`src/rtl/counter_ecc_pkg.sv`:
```
// rtl/counter_ecc_pkg.sv - Hamming helpers, bounds and syndrome classes; HAMMING_SECDED_EN adds an overall-parity bit
package counter_ecc_pkg;

    localparam int MIN_WIDTH = 2;
    localparam int MAX_WIDTH = 16;
    localparam int MAX_P     = 5;
    localparam int MAX_CW    = MAX_WIDTH + MAX_P + 1;

`ifdef HAMMING_SECDED_EN
    localparam int SECDED_BITS = 1;
`else
    localparam int SECDED_BITS = 0;
`endif

    typedef enum logic [1:0] {SYN_NONE, SYN_CORR, SYN_UNCORR} syn_class_e;

    // Smallest p with 2**p >= width+p+1 (descending scan leaves the smallest)
    function automatic int calc_parity_bits(input int width);
        int result;
        result = MAX_P;
        for (int p = MAX_P; p >= 1; p--) begin
            if ((1 << p) >= width + p + 1) result = p;
        end
        return result;
    endfunction

    function automatic int calc_cw(input int width);
        return width + calc_parity_bits(width) + SECDED_BITS;
    endfunction

    // Hamming position (1-based) of data bit idx: the idx-th non power-of-two position
    function automatic int ham_pos(input int idx);
        int n;
        int result;
        n      = 0;
        result = 0;
        for (int pos = 1; pos <= MAX_CW; pos++) begin
            if ((pos & (pos - 1)) != 0) begin
                if (n == idx) result = pos;
                n++;
            end
        end
        return result;
    endfunction

    // Codeword bit (pos-1) holds Hamming position pos; overall parity sits above position width+p
    function automatic logic [MAX_CW-1:0] ham_encode(input logic [MAX_WIDTH-1:0] data, input int width);
        logic [MAX_CW-1:0] cw;
        logic [MAX_CW-1:0] mask;
        int p;
        int n;
        cw = '0;
        p  = calc_parity_bits(width);
        n  = width + p;
        for (int i = 0; i < MAX_WIDTH; i++) begin
            if (i < width && data[i]) cw = cw | (MAX_CW'(1) << (ham_pos(i) - 1));
        end
        for (int k = 0; k < MAX_P; k++) begin
            if (k < p) begin
                mask = '0;
                for (int pos = 1; pos <= MAX_CW; pos++) begin
                    if (pos <= n && (pos & (1 << k)) != 0) mask = mask | (MAX_CW'(1) << (pos - 1));
                end
                if (^(cw & mask)) cw = cw | (MAX_CW'(1) << ((1 << k) - 1));
            end
        end
        if (SECDED_BITS != 0 && (^cw)) cw = cw | (MAX_CW'(1) << n);
        return cw;
    endfunction

endpackage

```
`src/rtl/hamming_updown_counter_if.sv`:
```
// rtl/hamming_updown_counter_if.sv - control, fault-injection and status bundle of the ECC counter
interface hamming_updown_counter_if #(
    parameter int WIDTH    = 3,
    parameter int ERRCNT_W = 8
);
    localparam int P  = counter_ecc_pkg::calc_parity_bits(WIDTH);
    localparam int CW = counter_ecc_pkg::calc_cw(WIDTH);

    logic                enable;
    logic                up_down;
    logic                load;
    logic [WIDTH-1:0]    load_value;
    logic [CW-1:0]       fault_set;
    logic [CW-1:0]       fault_clr;
    logic [WIDTH-1:0]    count;
    logic [P-1:0]        syndrome;
    logic                err_corr;
    logic                err_uncorr;
    logic                wrap;
    logic [ERRCNT_W-1:0] err_cnt;

    modport master (
        output enable, up_down, load, load_value, fault_set, fault_clr,
        input  count, syndrome, err_corr, err_uncorr, wrap, err_cnt
    );

    modport slave (
        input  enable, up_down, load, load_value, fault_set, fault_clr,
        output count, syndrome, err_corr, err_uncorr, wrap, err_cnt
    );
endinterface

```
`src/rtl/hamming_decoder.sv`:
```
// rtl/hamming_decoder.sv - combinational Hamming decode: codeword -> corrected data, syndrome, class
module hamming_decoder
    import counter_ecc_pkg::*;
#(
    parameter int WIDTH = 3
) (
    input  logic [calc_cw(WIDTH)-1:0]          i_code,
    output logic [WIDTH-1:0]                   o_data,
    output logic [calc_parity_bits(WIDTH)-1:0] o_syndrome,
    output syn_class_e                         o_class
);
    localparam int P = calc_parity_bits(WIDTH);
    localparam int N = WIDTH + P;

    logic [P-1:0] w_syn;
    logic         w_in_range;
    logic         w_flip;

    // Syndrome is the XOR of the indices of all set Hamming positions
    always_comb begin
        w_syn = '0;
        for (int pos = 1; pos <= N; pos++) begin
            if (i_code[pos-1]) w_syn = w_syn ^ P'(pos);
        end
    end

    assign w_in_range = (w_syn <= P'(N));
    assign o_syndrome = w_syn;

    // Classify the error; w_flip enables correcting the position named by the syndrome
    always_comb begin
        o_class = SYN_NONE;
        w_flip  = 1'b0;
`ifdef HAMMING_SECDED_EN
        if (^i_code) begin
            if (w_syn == '0) begin
                o_class = SYN_CORR;
            end else if (w_in_range) begin
                o_class = SYN_CORR;
                w_flip  = 1'b1;
            end else begin
                o_class = SYN_UNCORR;
            end
        end else if (w_syn != '0) begin
            o_class = SYN_UNCORR;
        end
`else
        if (w_syn != '0) begin
            if (w_in_range) begin
                o_class = SYN_CORR;
                w_flip  = 1'b1;
            end else begin
                o_class = SYN_UNCORR;
            end
        end
`endif
    end

    // Gather data positions, flipping the one the syndrome points at
    always_comb begin
        o_data = '0;
        for (int i = 0; i < WIDTH; i++) begin
            o_data[i] = i_code[ham_pos(i)-1] ^ (w_flip && (w_syn == P'(ham_pos(i))));
        end
    end

endmodule

```
`src/rtl/hamming_updown_counter.sv`:
```
// rtl/hamming_updown_counter.sv - fault-tolerant up/down counter stored as a scrubbed Hamming codeword; HAMMING_SECDED_EN selects SECDED
module hamming_updown_counter
    import counter_ecc_pkg::*;
#(
    parameter int WIDTH     = 3,
    parameter int RESET_VAL = 0,
    parameter int ERRCNT_W  = 8
) (
    input  logic                  clock,
    input  logic                  reset,
    hamming_updown_counter_if.slave bus
);
    localparam int P  = calc_parity_bits(WIDTH);
    localparam int CW = calc_cw(WIDTH);
    localparam logic [WIDTH-1:0] W_MAX      = '1;
    localparam logic [CW-1:0]    RESET_CODE = CW'(ham_encode(MAX_WIDTH'(RESET_VAL), WIDTH));

    logic [CW-1:0]       r_code;
    logic [ERRCNT_W-1:0] r_err_cnt;
    logic [CW-1:0]       w_enc;
    logic [CW-1:0]       w_next_code;
    logic [CW-1:0]       w_fault_code;
    logic [WIDTH-1:0]    w_data;
    logic [WIDTH-1:0]    w_step;
    logic [WIDTH-1:0]    w_next_data;
    logic [P-1:0]        w_syn;
    syn_class_e          w_class;
    logic                w_corr;
    logic                w_uncorr;
    logic                w_step_en;
    logic                w_wrap;

    hamming_decoder #(.WIDTH(WIDTH)) u_decoder (
        .i_code     (r_code),
        .o_data     (w_data),
        .o_syndrome (w_syn),
        .o_class    (w_class)
    );

    assign w_corr    = (w_class == SYN_CORR);
    assign w_uncorr  = (w_class == SYN_UNCORR);
    assign w_step_en = bus.enable & ~bus.load & ~w_uncorr;
    assign w_step    = bus.up_down ? (w_data + 1'b1) : (w_data - 1'b1);
    assign w_wrap    = w_step_en & (bus.up_down ? (w_data == W_MAX) : (w_data == '0));

    // Next data from corrected value: load beats step beats hold
    always_comb begin
        w_next_data = w_data;
        if (bus.load) begin
            w_next_data = bus.load_value;
        end else if (w_step_en) begin
            w_next_data = w_step;
        end
    end

    assign w_enc = CW'(ham_encode(MAX_WIDTH'(w_next_data), WIDTH));
    // A frozen counter keeps its raw codeword so the uncorrectable state stays visible until load
    assign w_next_code  = (w_uncorr & ~bus.load) ? r_code : w_enc;
    assign w_fault_code = (w_next_code | bus.fault_set) & ~(bus.fault_clr & ~bus.fault_set);

    // Codeword register, rewritten every edge so stored errors are scrubbed
    always_ff @(posedge clock or posedge reset) begin
        if (reset) begin
            r_code <= RESET_CODE;
        end else begin
            r_code <= w_fault_code;
        end
    end

    // Saturating count of edges that saw a corrected error
    always_ff @(posedge clock or posedge reset) begin
        if (reset) begin
            r_err_cnt <= '0;
        end else if (w_corr && (r_err_cnt != '1)) begin
            r_err_cnt <= r_err_cnt + 1'b1;
        end
    end

    assign bus.count      = w_data;
    assign bus.syndrome   = w_syn;
    assign bus.err_corr   = w_corr;
    assign bus.err_uncorr = w_uncorr;
    assign bus.wrap       = w_wrap;
    assign bus.err_cnt    = r_err_cnt;

endmodule
```
`src/flat_wrapper.sv`:
```
// flat-port wrapper written by rule: the top's interface ports become plain ports
module hamming_updown_counter_flat import counter_ecc_pkg::*;
#(
    parameter int WIDTH     = 3,
    parameter int RESET_VAL = 0,
    parameter int ERRCNT_W  = 8
)
  (clock, reset, bus_enable, bus_up_down, bus_load, bus_load_value, bus_fault_set, bus_fault_clr, bus_count, bus_syndrome, bus_err_corr, bus_err_uncorr, bus_wrap, bus_err_cnt);
  hamming_updown_counter_if #(.WIDTH(WIDTH), .ERRCNT_W(ERRCNT_W)) bus_i ();
  input  logic clock;
  input  logic reset;
  input wire logic [$bits(bus_i.enable)-1:0] bus_enable;
  input wire logic [$bits(bus_i.up_down)-1:0] bus_up_down;
  input wire logic [$bits(bus_i.load)-1:0] bus_load;
  input wire logic [$bits(bus_i.load_value)-1:0] bus_load_value;
  input wire logic [$bits(bus_i.fault_set)-1:0] bus_fault_set;
  input wire logic [$bits(bus_i.fault_clr)-1:0] bus_fault_clr;
  output wire logic [$bits(bus_i.count)-1:0] bus_count;
  output wire logic [$bits(bus_i.syndrome)-1:0] bus_syndrome;
  output wire logic [$bits(bus_i.err_corr)-1:0] bus_err_corr;
  output wire logic [$bits(bus_i.err_uncorr)-1:0] bus_err_uncorr;
  output wire logic [$bits(bus_i.wrap)-1:0] bus_wrap;
  output wire logic [$bits(bus_i.err_cnt)-1:0] bus_err_cnt;
  assign bus_i.enable = bus_enable;
  assign bus_i.up_down = bus_up_down;
  assign bus_i.load = bus_load;
  assign bus_i.load_value = bus_load_value;
  assign bus_i.fault_set = bus_fault_set;
  assign bus_i.fault_clr = bus_fault_clr;
  assign bus_count = bus_i.count;
  assign bus_syndrome = bus_i.syndrome;
  assign bus_err_corr = bus_i.err_corr;
  assign bus_err_uncorr = bus_i.err_uncorr;
  assign bus_wrap = bus_i.wrap;
  assign bus_err_cnt = bus_i.err_cnt;
  hamming_updown_counter #(.WIDTH(WIDTH), .RESET_VAL(RESET_VAL), .ERRCNT_W(ERRCNT_W)) u_core (.clock(clock), .reset(reset), .bus(bus_i));
endmodule
```
`config.mk`:
```
export PLATFORM = sky130hd
export DESIGN_NAME = hamming_updown_counter_flat
export DESIGN_NICKNAME = d
export VERILOG_FILES = /design/src/rtl/counter_ecc_pkg.sv /design/src/rtl/hamming_updown_counter_if.sv /design/src/rtl/hamming_decoder.sv /design/src/rtl/hamming_updown_counter.sv /design/src/flat_wrapper.sv
export SDC_FILE = /design/constraint.sdc
export NUM_CORES = 1
export LEC_CHECK = 0
export ABC_CLOCK_PERIOD_IN_PS = 2750
export CORE_MARGIN = 2
export CORE_UTILIZATION = 35
export CTS_CLUSTER_DIAMETER = 80
export DETAILED_ROUTE_END_ITERATION = 8
export PLACE_DENSITY_LB_ADDON = 0.05
export SYNTH_ARGS = -nofsm -noshare
export SYNTH_HDL_FRONTEND = slang
export SYNTH_SLANG_ARGS = --single-unit
```
`constraint.sdc`:
```
create_clock -name clock -period 2.75 [get_ports clock]
set_clock_uncertainty 0.1 [all_clocks]
set_input_delay 0.825 -clock clock [delete_from_list [all_inputs] [get_ports clock]]
set_output_delay 0.825 -clock clock [all_outputs]
set_load 0.005 [all_outputs]
```
# Word-level counts from Yosys, hierarchy flattened
# Index checks and enable logic that the tools add are counted.
op_classes:
  n_addsub: 51
  n_lt_le_gt_ge: 1
  n_eq_ne: 39
  shifts: 3
  mux: 120
  bitwise: 21
  reduce_logical: 25
ops:
  columns: ["cell", "n"]
  rows:
  - ["$mux 32", 95]
  - ["$add 32x2->32 const B", 45]
  - ["$eq 32x2->1 const B", 16]
  - ["$eq 32x3->1 const B", 16]
  - ["$logic_not 32->1", 16]
  - ["$shl 1x32->6 const A", 3]
  - ["$sub 32x2->32 const B", 3]
  - ["$reduce_xor 22->1", 3]
  - ["$mux 3", 10]
  - ["$mux 6", 4]
  - ["$or 6x6->6", 3]
  - ["$and 6x6->6", 2]
  - ["$not 6->6", 2]
  - ["$mux 2", 5]
  - ["$eq 3x3->1 const B", 3]
  - ["$add 8x1->8 const B", 1]
  - ["$ne 8x8->1 const B", 1]
  - ["$not 2->2", 3]
  - ["$mux 1", 5]
  - ["$and 1x1->1", 4]
  - ["$logic_and 1x1->1", 4]
  - ["$mux 4", 1]
  - ["$add 3x1->3 const B", 1]
  - ["$eq 3x2->1 const B", 1]
  - ["other kinds (9)", 13]
word_totals:
  register_bits: 14
  inputBits: 20
  out_inout_bits: 17
  wordCells: 262

# Depth between registers and ports, before layout
# Gate-level depths: netlist (run 1).
depth:
  depth_word: 66
  mapped_depth: 15
  ltp_nobuf: 12

# Cells and area by module
# Synthesis (run 1) repeated with hierarchy kept, for this count alone.
unflattened:
  cells_unflattened: 157
  area_unflattened_um2: 1381.3
modules_own_cells:
  columns: ["module", "instances", "cells_per_inst", "area_each_um2"]
  rows:
  - ["hamming_updown_counter", 1, 84, 857.1]
  - ["hamming_decoder", 1, 73, 524.3]

# Least setup slack after synthesis (run 1)
# Ideal clock, no wire load.
synth_path:
  path_type: "reg2reg"
  start: "register u_core.r_code[1]"
  end: "register u_core.r_code[1]"
  setup_time_ns: 0.095
  arrival_ns: 2.857
  path_slack_ns: -0.302
  stages_incl_launch_ff: 15
  period_less_slack_ns: 3.052
  path_cell_list: "dfrtp_1 buf_6 buf_4 or4_1 o221ai_1 a21oi_1 a21oi_1 inv_1 fa_1 xnor2_1 nand3_1 xnor2_1 mux2i_1 xor2_1 o31ai_1"
synth_between:
  elab_chain_cells: 27
synth_lines:
  columns: ["item", "line_no", "rtl"]
  rows:
  - ["start: declaration", "hamming_updown_counter.sv:18", "logic [CW-1:0] r_code;"]
  - ["start signal: assignment", "hamming_updown_counter.sv:66", "r_code <= w_fault_code;"]
  - ["$mux 2 (*)", "hamming_decoder.sv:23", "if (i_code[pos-1]) w_syn = w_syn ^ P'(pos);"]
  - ["$not 2->2 (no source line)", null, null]
  - ["$mux 2 (*)", "hamming_decoder.sv:23", null]
  - ["$mux 3 (*) (2 in series)", "hamming_decoder.sv:23", null]
  - ["$not 2->2 (no source line)", null, null]
  - ["$mux 3 (*)", "hamming_decoder.sv:23", null]
  - ["$le 3x3->1", "hamming_decoder.sv:27", "assign w_in_range = (w_syn <= P'(N));"]
  - ["$mux 1", "hamming_decoder.sv:49", "if (w_in_range) begin"]
  - ["[3 not listed]", null, null]
  - ["net bus_count[0]", "flat_wrapper.sv:18", "output wire logic [$bits(bus_i.count)-1:0] bus_count;"]
  - ["[8 not listed]", null, null]
  - ["$mux 6 (*)", "counter_ecc_pkg.sv:56", "if (i < width && data[i]) cw = cw | (MAX_CW'(1) << (ham_pos(i) - 1));"]
  - ["$reduce_xor 22->1", "counter_ecc_pkg.sv:64", "if (^(cw & mask)) cw = cw | (MAX_CW'(1) << ((1 << k) - 1));"]
  - ["$mux 2 (*)", "counter_ecc_pkg.sv:64", null]
  - ["$mux 4 (*)", "counter_ecc_pkg.sv:64", null]
  - ["$mux 6 (*)", "hamming_updown_counter.sv:58", "assign w_next_code = (w_uncorr & ~bus.load) ? r_code : w_enc;"]
  - ["$or 6x6->6 (*)", "hamming_updown_counter.sv:59", "assign w_fault_code = (w_next_code | bus.fault_set) & ~(bus.fault_clr & ~bus.fault_set);"]
  - ["$and 6x6->6 (*)", "hamming_updown_counter.sv:59", null]
  - ["net u_core.w_fault_code[1]", "hamming_updown_counter.sv:22", "logic [CW-1:0] w_fault_code;"]
# Mark *: on every way through the listed nets, which the timed path passes. The rest lies on a longest branch.
# A chain may end at the register's enable or synchronous reset.

# Worst setup path after layout (run 1)
layout_path:
  start: "register u_core.r_code[1]"
  end: "output port bus_wrap"
layout_between:
  elab_chain_cells: 15
layout_lines:
  columns: ["item", "line_no", "rtl"]
  rows:
  - ["$mux 2 (*)", "hamming_decoder.sv:23", null]
  - ["$not 2->2 (no source line)", null, null]
  - ["$mux 2 (*)", "hamming_decoder.sv:23", null]
  - ["$mux 3 (*) (2 in series)", "hamming_decoder.sv:23", null]
  - ["$not 2->2 (no source line)", null, null]
  - ["$mux 3 (*)", "hamming_decoder.sv:23", null]
  - ["$le 3x3->1", "hamming_decoder.sv:27", null]
  - ["$mux 1", "hamming_decoder.sv:49", null]
  - ["$mux 1", "hamming_decoder.sv:48", "if (w_syn != '0) begin"]
  - ["$logic_and 1x1->1", "hamming_decoder.sv:63", "o_data[i] = i_code[ham_pos(i)-1] ^ (w_flip && (w_syn == P'(ham_pos(i))));"]
  - ["$xor 1x1->1", "hamming_decoder.sv:63", null]
  - ["$eq 3x3->1 or $logic_not 3->1 (tied branches)", "hamming_updown_counter.sv:44", "assign w_wrap = w_step_en & (bus.up_down ? (w_data == W_MAX) : (w_data == '0));"]
  - ["$mux 1", "hamming_updown_counter.sv:44", null]
  - ["$and 1x1->1 (*)", "hamming_updown_counter.sv:44", null]
  - ["end: declaration", "flat_wrapper.sv:22", "output wire logic [$bits(bus_i.wrap)-1:0] bus_wrap;"]
# Mark *: on every way between the ends. The rest lies on a longest branch, timed or not.

==> results.txt, run 1 <==
- The flow ran to the end, but the final reports show violations.
- Violations in the final reports: negative setup slack
* Top Ports: 37
- The startpoint identified for the worst register-to-register timing path is u_core.r_code[1].
- Number of cells on the worst reg-to-reg path: 14
* Wire per inst: 13.9 um
- Antenna-violating nets left: 0
- The setup check on the worst reg-to-reg path leaves a slack of -0.33 ns.
- GP Congestion: 0.837
* Crit path kind: reg2out
- After the last flow step, the layout net total stands at 268.
* PD cells: 806 nW/um^2
- Counting instances, the worst hold path has a depth of 1.
- Fin crit share: 115%
- Vert. Die Dim: 64.9 um
- Fraction of layout instances using a drive strength above 1: 48.0%
- In the final timing run, aggregate negative setup slack is -2.08 ns.
- A synthesized cell averages 8.67 sq um.
- Setup repair after global routing missed its margin: yes
- Post-route cell area: 2460 sq um
* Crit Reg-Reg Endpoint: u_core.r_code[3]
- Share of the synthesized area in the top cell type: 26.9%
- Most area-consuming cells after synthesis: sky130_fd_sc_hd__dfrtp_1 27%, sky130_fd_sc_hd__xnor2_1 11%, sky130_fd_sc_hd__inv_1 4.0%, sky130_fd_sc_hd__xor2_1 4.0%, sky130_fd_sc_hd__a31oi_1 2.9%
- Detailed Route WL: 4050 um
* Count of inserted antenna diode cells: 0
- Gr ovfl total: 0
- For this run, the detailed router's first-pass iteration total came to 4.
* Clock tree root buffer cell: sky130_fd_sc_hd__clkbuf_8
* Clock Power Share: 8.3%
- Total chip power: 1.98 mW
- The mapped netlist covers 1300 sq um.
* Fraction of registers with async set/reset: 100%
* Worst path setup slack after routing: -0.401 ns
- Number of distinct library cells after synthesis: 50
* Peak supply drop: 0.000459 V
- Entering global routing, the biggest net connects 15 pins.
* Number of standard cells in the layout, taps in and fillers out: 292
- Most frequently used flop master after synthesis: sky130_fd_sc_hd__dfrtp_1
- Once the floorplan was initialized, standard cells occupied 36.1% of the core.
* Relative slew slack: 66.1%
* Sum of net half-perimeters after detailed placement: 2700 um
- After floorplanning, the core was divided into 22 placement rows.
- Switching share of power: 37.2%
- The floorplan step defined a die boundary enclosing 4220 sq um.
- Internal power comes to 1.25 mW.
- The placed instances occupy a cell area of 1940 sq um.
- DRC viols: 0
- In this run the most critical hold path is launched from u_core.bus.err_cnt[5].
* NetSw: 0.737 mW
- Largest area contributor in the netlist: sky130_fd_sc_hd__dfrtp_1
- The number of global-route vias before repair is 1,510.
- TritonCTS sink count: 14
- Setup violations remaining at the end of the flow were counted as 8.
* Drt via density: 5.09
- The number of nets handed over by synthesis was 172.
- The number of failing hold endpoints at the final stage is 0.
* Final Core Density: 68.2%
- STA classifies the critical path endpoint as an output pin.
- Deepest clock path buffer count: 2
- For this block, the initial DRC count from the detailed router was 49.
- Worst Path Max Fanout: 8
- Sequential elements use 26.9% of the synthesized area.
- Core footprint: 3610 sq um
- Worst-Margin Slew: 0.507 ns
- Htree depth: 1
- The initial antenna violation count came to 0.
* Max_cap viols: 0
- At the worst endpoint, the arrival time is 2.23 ns.
- TritonCTS clock tree: yes
- The analysis attributes to cell leakage a power of 1.13 nW.
* Type of the tightest min-delay check: reg2reg
- First-pass GRT wire length: 6380 um
- At the later pin of the worst-skew pair, clock insertion delay measures 0.24 ns.
- The synthesized design contains 0 enable-type register cells.
- Slew Viols, Final: 0
- Counting the buffers created by CTS gives 3.
- The worst setup path is launched from a register.
* Flop pwr share: 18.7%
- Number of placed instances with taps included: 260
- Smallest hold slack: 0.387 ns
- Overall fraction of global-route tracks in use: 18.9%
* Clock-pin slew of the registers on the worst-case setup and hold paths: 0.05 ns
- Maximum frequency from static timing analysis: 0.317 GHz
- Data required time of the critical path: 1.83 ns
- Post-synthesis register bit count: 14
- Die Width: 64.9 um
- Combinational cells account for 73.0% of the total power.
- Compared with the post-synthesis result, the final layout area differs by 89.2%.
- Cell count after synthesis: 150
- Yosys Warn Count: 0
* Setup Slack @ Placement: -0.535 ns
- For this block, the via count after detailed routing is 1,486.
- Buffers placed on the I/O ports in this run total 36.
- Endpoint of the worst hold path: u_core.bus.err_cnt[5]
- The routed design could run at a clock period as short as 3.15 ns.
-- metal layers --
layer  vias up  global-route usage [%]  wire, um
met5         -                       0         0
met2        51                    33.6      2070
met3        12                    2.95       149
met4         0                    5.85        82
met1       697                    23.2      1750
li1        726                       -         -
-- cells in the final DEF (no fill, tap or decap), drive strengths merged, types with 2 or more instances in the layout --
cell / n
buf: 71
clkdlybuf4s50: 28
xnor2: 16
inv: 14
dfrtp: 14
nand2: 9
nor2: 7
a31oi: 6
xor2: 6
a21oi: 6
o21ai: 6
nand2b: 4
o31ai: 4
nand3: 3
nor2b: 3
nand4: 3
clkbuf: 3
a221oi: 3
o221ai: 2
and4: 2
a211o: 2
a21o: 2
dlygate4sd2: 2
o21a: 2
mux2i: 2
-- power groups by stage --
stage | combinational, mW | clock (mW) | sequential, mW
floorplan | 0.564 | 0 | 0.349
detailed placement | 1.04 | 0 | 0.371
CTS | 1.24 | 0.166 | 0.368
global route | 1.55 | 0.177 | 0.385
finish | 1.45 | 0.164 | 0.371
global placement | 1.03 | 0 | 0.363
-- synthesized netlist by cell type (2+ instances only) --
library cell and count:
sky130_fd_sc_hd__a211o_1 2, sky130_fd_sc_hd__nand4_1 3, sky130_fd_sc_hd__nand3_1 3, sky130_fd_sc_hd__mux2i_1 2, sky130_fd_sc_hd__nand2b_1 4, sky130_fd_sc_hd__a221oi_1 3
sky130_fd_sc_hd__inv_1 14, sky130_fd_sc_hd__o21a_1 2, sky130_fd_sc_hd__xor2_1 6, sky130_fd_sc_hd__dfrtp_1 14, sky130_fd_sc_hd__buf_4 5, sky130_fd_sc_hd__nor2b_1 3
sky130_fd_sc_hd__o221ai_1 2, sky130_fd_sc_hd__a21oi_1 6, sky130_fd_sc_hd__buf_2 4, sky130_fd_sc_hd__and4_1 2, sky130_fd_sc_hd__nand2_1 9, sky130_fd_sc_hd__a31oi_1 6
sky130_fd_sc_hd__a21o_1 2, sky130_fd_sc_hd__buf_6 2, sky130_fd_sc_hd__xnor2_1 16, sky130_fd_sc_hd__nor2_1 7, sky130_fd_sc_hd__o21ai_0 4, sky130_fd_sc_hd__o31ai_1 3
-- registers in the layout (all words and copies together), names as in the netlist --
signal              count
u_core.bus.err_cnt      8
u_core.r_code           6
-- kinds of logic (layout without fill, tap and decap cells) --
family / count (synthesis) / in the layout / share of synthesized area, %
buffers and inverters: 25 / 119 / 10.2
xor gates and xnor gates: 22 / 22 / 14.8
DFF: 14 / 14 / 26.9
adders and majority gates: 2 / 2 / 2.50
and+or+nand+nor: 42 / 42 / 18.4
muxes: 4 / 4 / 4.14
AOI/OAI and AO/OA: 41 / 41 / 23.0
-- cell type report --
| cell class | count | area [sq um] |
|---|---|---|
| clock buffers | 3 | 41.3 |
| fillers | 298 | 1150 |
| inverters | 14 | 52.6 |
| multi-input cells | 111 | 1040 |
| flip-flops and latches | 14 | 355 |
| well taps | 48 | 60.1 |
| repair buffers | 102 | 912 |
-- worst max-delay path by stage --
| stage | startpoint | to | slack, ns | cells past startpoint |
|---|---|---|---|---|
| final | u_core.r_code[1] | bus_wrap | -0.40 | 9 |
| after global routing | u_core.r_code[0] | u_core.r_code[3] | -0.53 | 15 |
| after CTS | u_core.r_code[1] | bus_wrap | -0.43 | 9 |
| after detailed placement | u_core.r_code[5] | bus_wrap | -0.54 | 8 |
| after global placement | u_core.r_code[2] | bus_wrap | -0.48 | 7 |
| after floorplan | u_core.r_code[5] | u_core.r_code[1] | -0.20 | 13 |
-- critical path, stage by stage (launching register included) --
cell	delay [ns]
sky130_fd_sc_hd__dfrtp_2	0.43
sky130_fd_sc_hd__buf_12	0.15
sky130_fd_sc_hd__buf_6	0.11
sky130_fd_sc_hd__nor4bb_4	0.24
sky130_fd_sc_hd__a31oi_1	0.06
sky130_fd_sc_hd__mux4_2	0.51
sky130_fd_sc_hd__buf_6	0.14
sky130_fd_sc_hd__and2_4	0.13
sky130_fd_sc_hd__o211a_1	0.10
sky130_fd_sc_hd__buf_2	0.12
-- what timing repair did --
action,CTS,global route
hold buffers,0,0
pin swaps,14,17
gates cloned,1,0
buffers inserted,20,11
gates resized for setup,53,35
endpoints found under the setup margin,12,16
No activity file was read; power rests on OpenSTA's default activity.
==> inputs of run 2 (changes only) <==
- GPL_ROUTABILITY_DRIVEN: unset -> 0
==> results.txt, run 2 (synthesis results as in run 1) <==
- The library cell used most frequently in the layout, excluding fill and tap cells, is sky130_fd_sc_hd__buf_4.
* Top Ports: 37 (unchanged)
* Fin crit share: 115% (+0.43 points)
- Antenna violations before repair: 0 (unchanged)
- Std-Cell Rows: 22 (unchanged)
* Startpoint types: register
* Overall fraction of global-route tracks in use: 20.4% (+1.5 points)
* Post-route cell area: 2480 sq um (+0.76%)
* Max reg flops: 8 (unchanged)
- Slowest CP cell: sky130_fd_sc_hd__dfrtp_2
- The detailed placement HPWL was 2790 um (+3.4%).
- Maximum frequency from static timing analysis: 0.316 GHz (-0.37%)
- The arrival time at the worst endpoint is 2.24 ns (about the same).
- Setup repair after global routing could not meet its margin everywhere.
- Syn-to-layout area delta: 90.7%
- Count of inserted antenna diode cells: 0 (unchanged)
- Smallest hold slack: 0.382 ns (-0.00525 ns)
* Clock buffers created by TritonCTS: 3 (unchanged)
* Clock tree root buffer cell: sky130_fd_sc_hd__clkbuf_8
- The number of global-route vias before repair came to 1,515 (+0.33%).
- The flow ran to the end, but the final reports show violations.
- Shortest period the worst path allows: 3.16 ns (+0.0117 ns)
- The floorplan die height was 64.9 um (unchanged).
- The maximum clock insertion buffer count came to 2 (unchanged).
- In this run the critical register-to-register path is launched from u_core.r_code[1].
* Drt via density: 5.05 (-0.80%)
- Data required time of the critical path: 1.83 ns (about the same)
- The checks that failed: negative setup slack.
- The initial core utilization was 36.1% (unchanged).
* CP top delay family: compound AO/OA/AOI/OAI gates
* DRC viols: 0 (unchanged)
- The total power draw is 1.98 mW (-0.33%).
- The wire length per cell after detailed routing was 14.6 um (+5.6%).
* Delay of the slowest cell on the worst path: 0.48 ns (-0.03 ns)
- The signal on the critical path passes through buf_6, buf_4, a21oi_1, o221ai_2, a221oi_2, buf_4, and4_1, o211a_1, buf_2.
* Number of placed instances with taps included: 265 (+1.9%)
- PD cells: 797 nW/um^2 (-1.1%)
* First-iteration detailed-routing DRC count: 46 (-6.1%)
- Htree depth: 1 (unchanged)
- Detailed Route WL: 4260 um (+5.3%)
- Crit path kind: reg2out
- First-pass GRT wire length: 6700 um (+5.0%)
- Final sum of negative setup slack: -2.34 ns (-0.256 ns)
- Slew Viols, Final: 0 (unchanged)
- DP Area: 1960 sq um (+1.3%)
- The core utilization of the finished layout is 68.7% (+0.52 points).
- The maximum number of pins on one net before global-route repair was 16 (+1).
* Total Die Area: 4220 sq um (unchanged)
- The total setup violations reported at the end of the flow was 9 (+1).
- Relative slew slack: 66.7% (+0.52 points)
- Port Buffer Count: 36 (unchanged)
- Leakage dissipation: 1.15 nW (+1.1%)
* Gr ovfl total: 0 (unchanged)
- The cts-stage hold buffer count is 0 (unchanged).
* Worst Path Max Fanout: 8 (unchanged)
- The number of failing hold endpoints at the final stage is 0 (unchanged).
- Setup Slack @ Placement: -0.535 ns (-0.000300 ns)
- The max capacitance violation total came to 0 (unchanged).
* Clock insertion delay at the later pin of the skew report: 0.24 ns (about the same)
- The critical path buffer and inverter count is 4 (unchanged).
- The clock-pin slew on the worst setup and hold paths came to 0.06 ns (about the same).
- The post-layout instance count excluding filler cells was 291 (-0.34%).
- TritonCTS sink count: 14 (unchanged)
* # nets final: 266 (-0.75%)
* Highest-count cells in the layout ignoring fill and taps: 46 x sky130_fd_sc_hd__buf_4, 27 x sky130_fd_sc_hd__clkdlybuf4s50_1, 19 x sky130_fd_sc_hd__buf_6, 12 x sky130_fd_sc_hd__inv_1, 10 x sky130_fd_sc_hd__dfrtp_1
* Antenna-violating nets left: 0 (unchanged)
* Worst-Margin Slew: 0.499 ns (-0.00777 ns)
- TritonRoute pass-1 iters: 4 (unchanged)
- The worst setup path is captured at an output pin.
* HP Start: u_core.bus.err_cnt[5]
- The layout cell share with drive strength beyond 1 is 47.7% (-0.21 points).
- Type of the tightest min-delay check: reg2reg
* Critical Path Most Common Cell: sky130_fd_sc_hd__buf_4
* Critical path startpoint: u_core.r_code[1]
- The peak ir drop on the vdd network was 0.000494 V (+7.6%).
* Worst path setup slack after routing: -0.413 ns (-0.0117 ns)
* Core footprint: 3610 sq um (unchanged)
- The die width came to 64.9 um (unchanged).
- The number of vias after detailed routing came to 1,469 (-1.1%).
- TritonCTS built the clock tree.
run 2: final cells by class:
cell class              instances  area [sq um]
clock buffers                   4          55.1
well taps                      48          60.1
multi-input cells             111          1040
flip-flops and latches         14           355
repair buffers                100           911
fillers                       283          1130
inverters                      14          52.6
run 2: final timing paths:
path	to	slack, ns	depth (start not counted)
max	bus_wrap	-0.41	9
min	u_core.bus.err_cnt[5]	0.38	1
max reg2reg	u_core.r_code[3]	-0.35	14
min reg2reg	u_core.bus.err_cnt[5]	0.38	1
max in group asynchronous	u_core.r_code[2]	1.38	2
min in group asynchronous	u_core.bus.err_cnt[5]	0.80	2
run 2: power by group:
| part | switching, mW | internal (mW) | leakage, nW |
|---|---|---|---|
| combinational | 0.581 | 0.826 | 0.955 |
| clock | 0.0705 | 0.127 | 0.0288 |
| sequential | 0.0914 | 0.280 | 0.161 |
| total | 0.743 | 1.23 | 1.14 |
run 2: repair_timing:
action | CTS | global route
pin swaps | 21 | 10
setup buffers | 18 | 6
endpoints found under the setup margin | 13 | 13
cloned | 0 | 0
gates resized for setup | 61 | 28
run 2: metal layers:
metal / share of wire [%] / vias to the layer above / wire length, um / GRT usage, %
li1: - / 723 / - / -
met1: 42 / 704 / 1790 / 24.0
met2: 53 / 34 / 2250 / 38.0
met3: 3.5 / 8 / 148 / 2.95
met4: 1.9 / 0 / 80 / 5.32
met5: 0 / - / 0 / 0
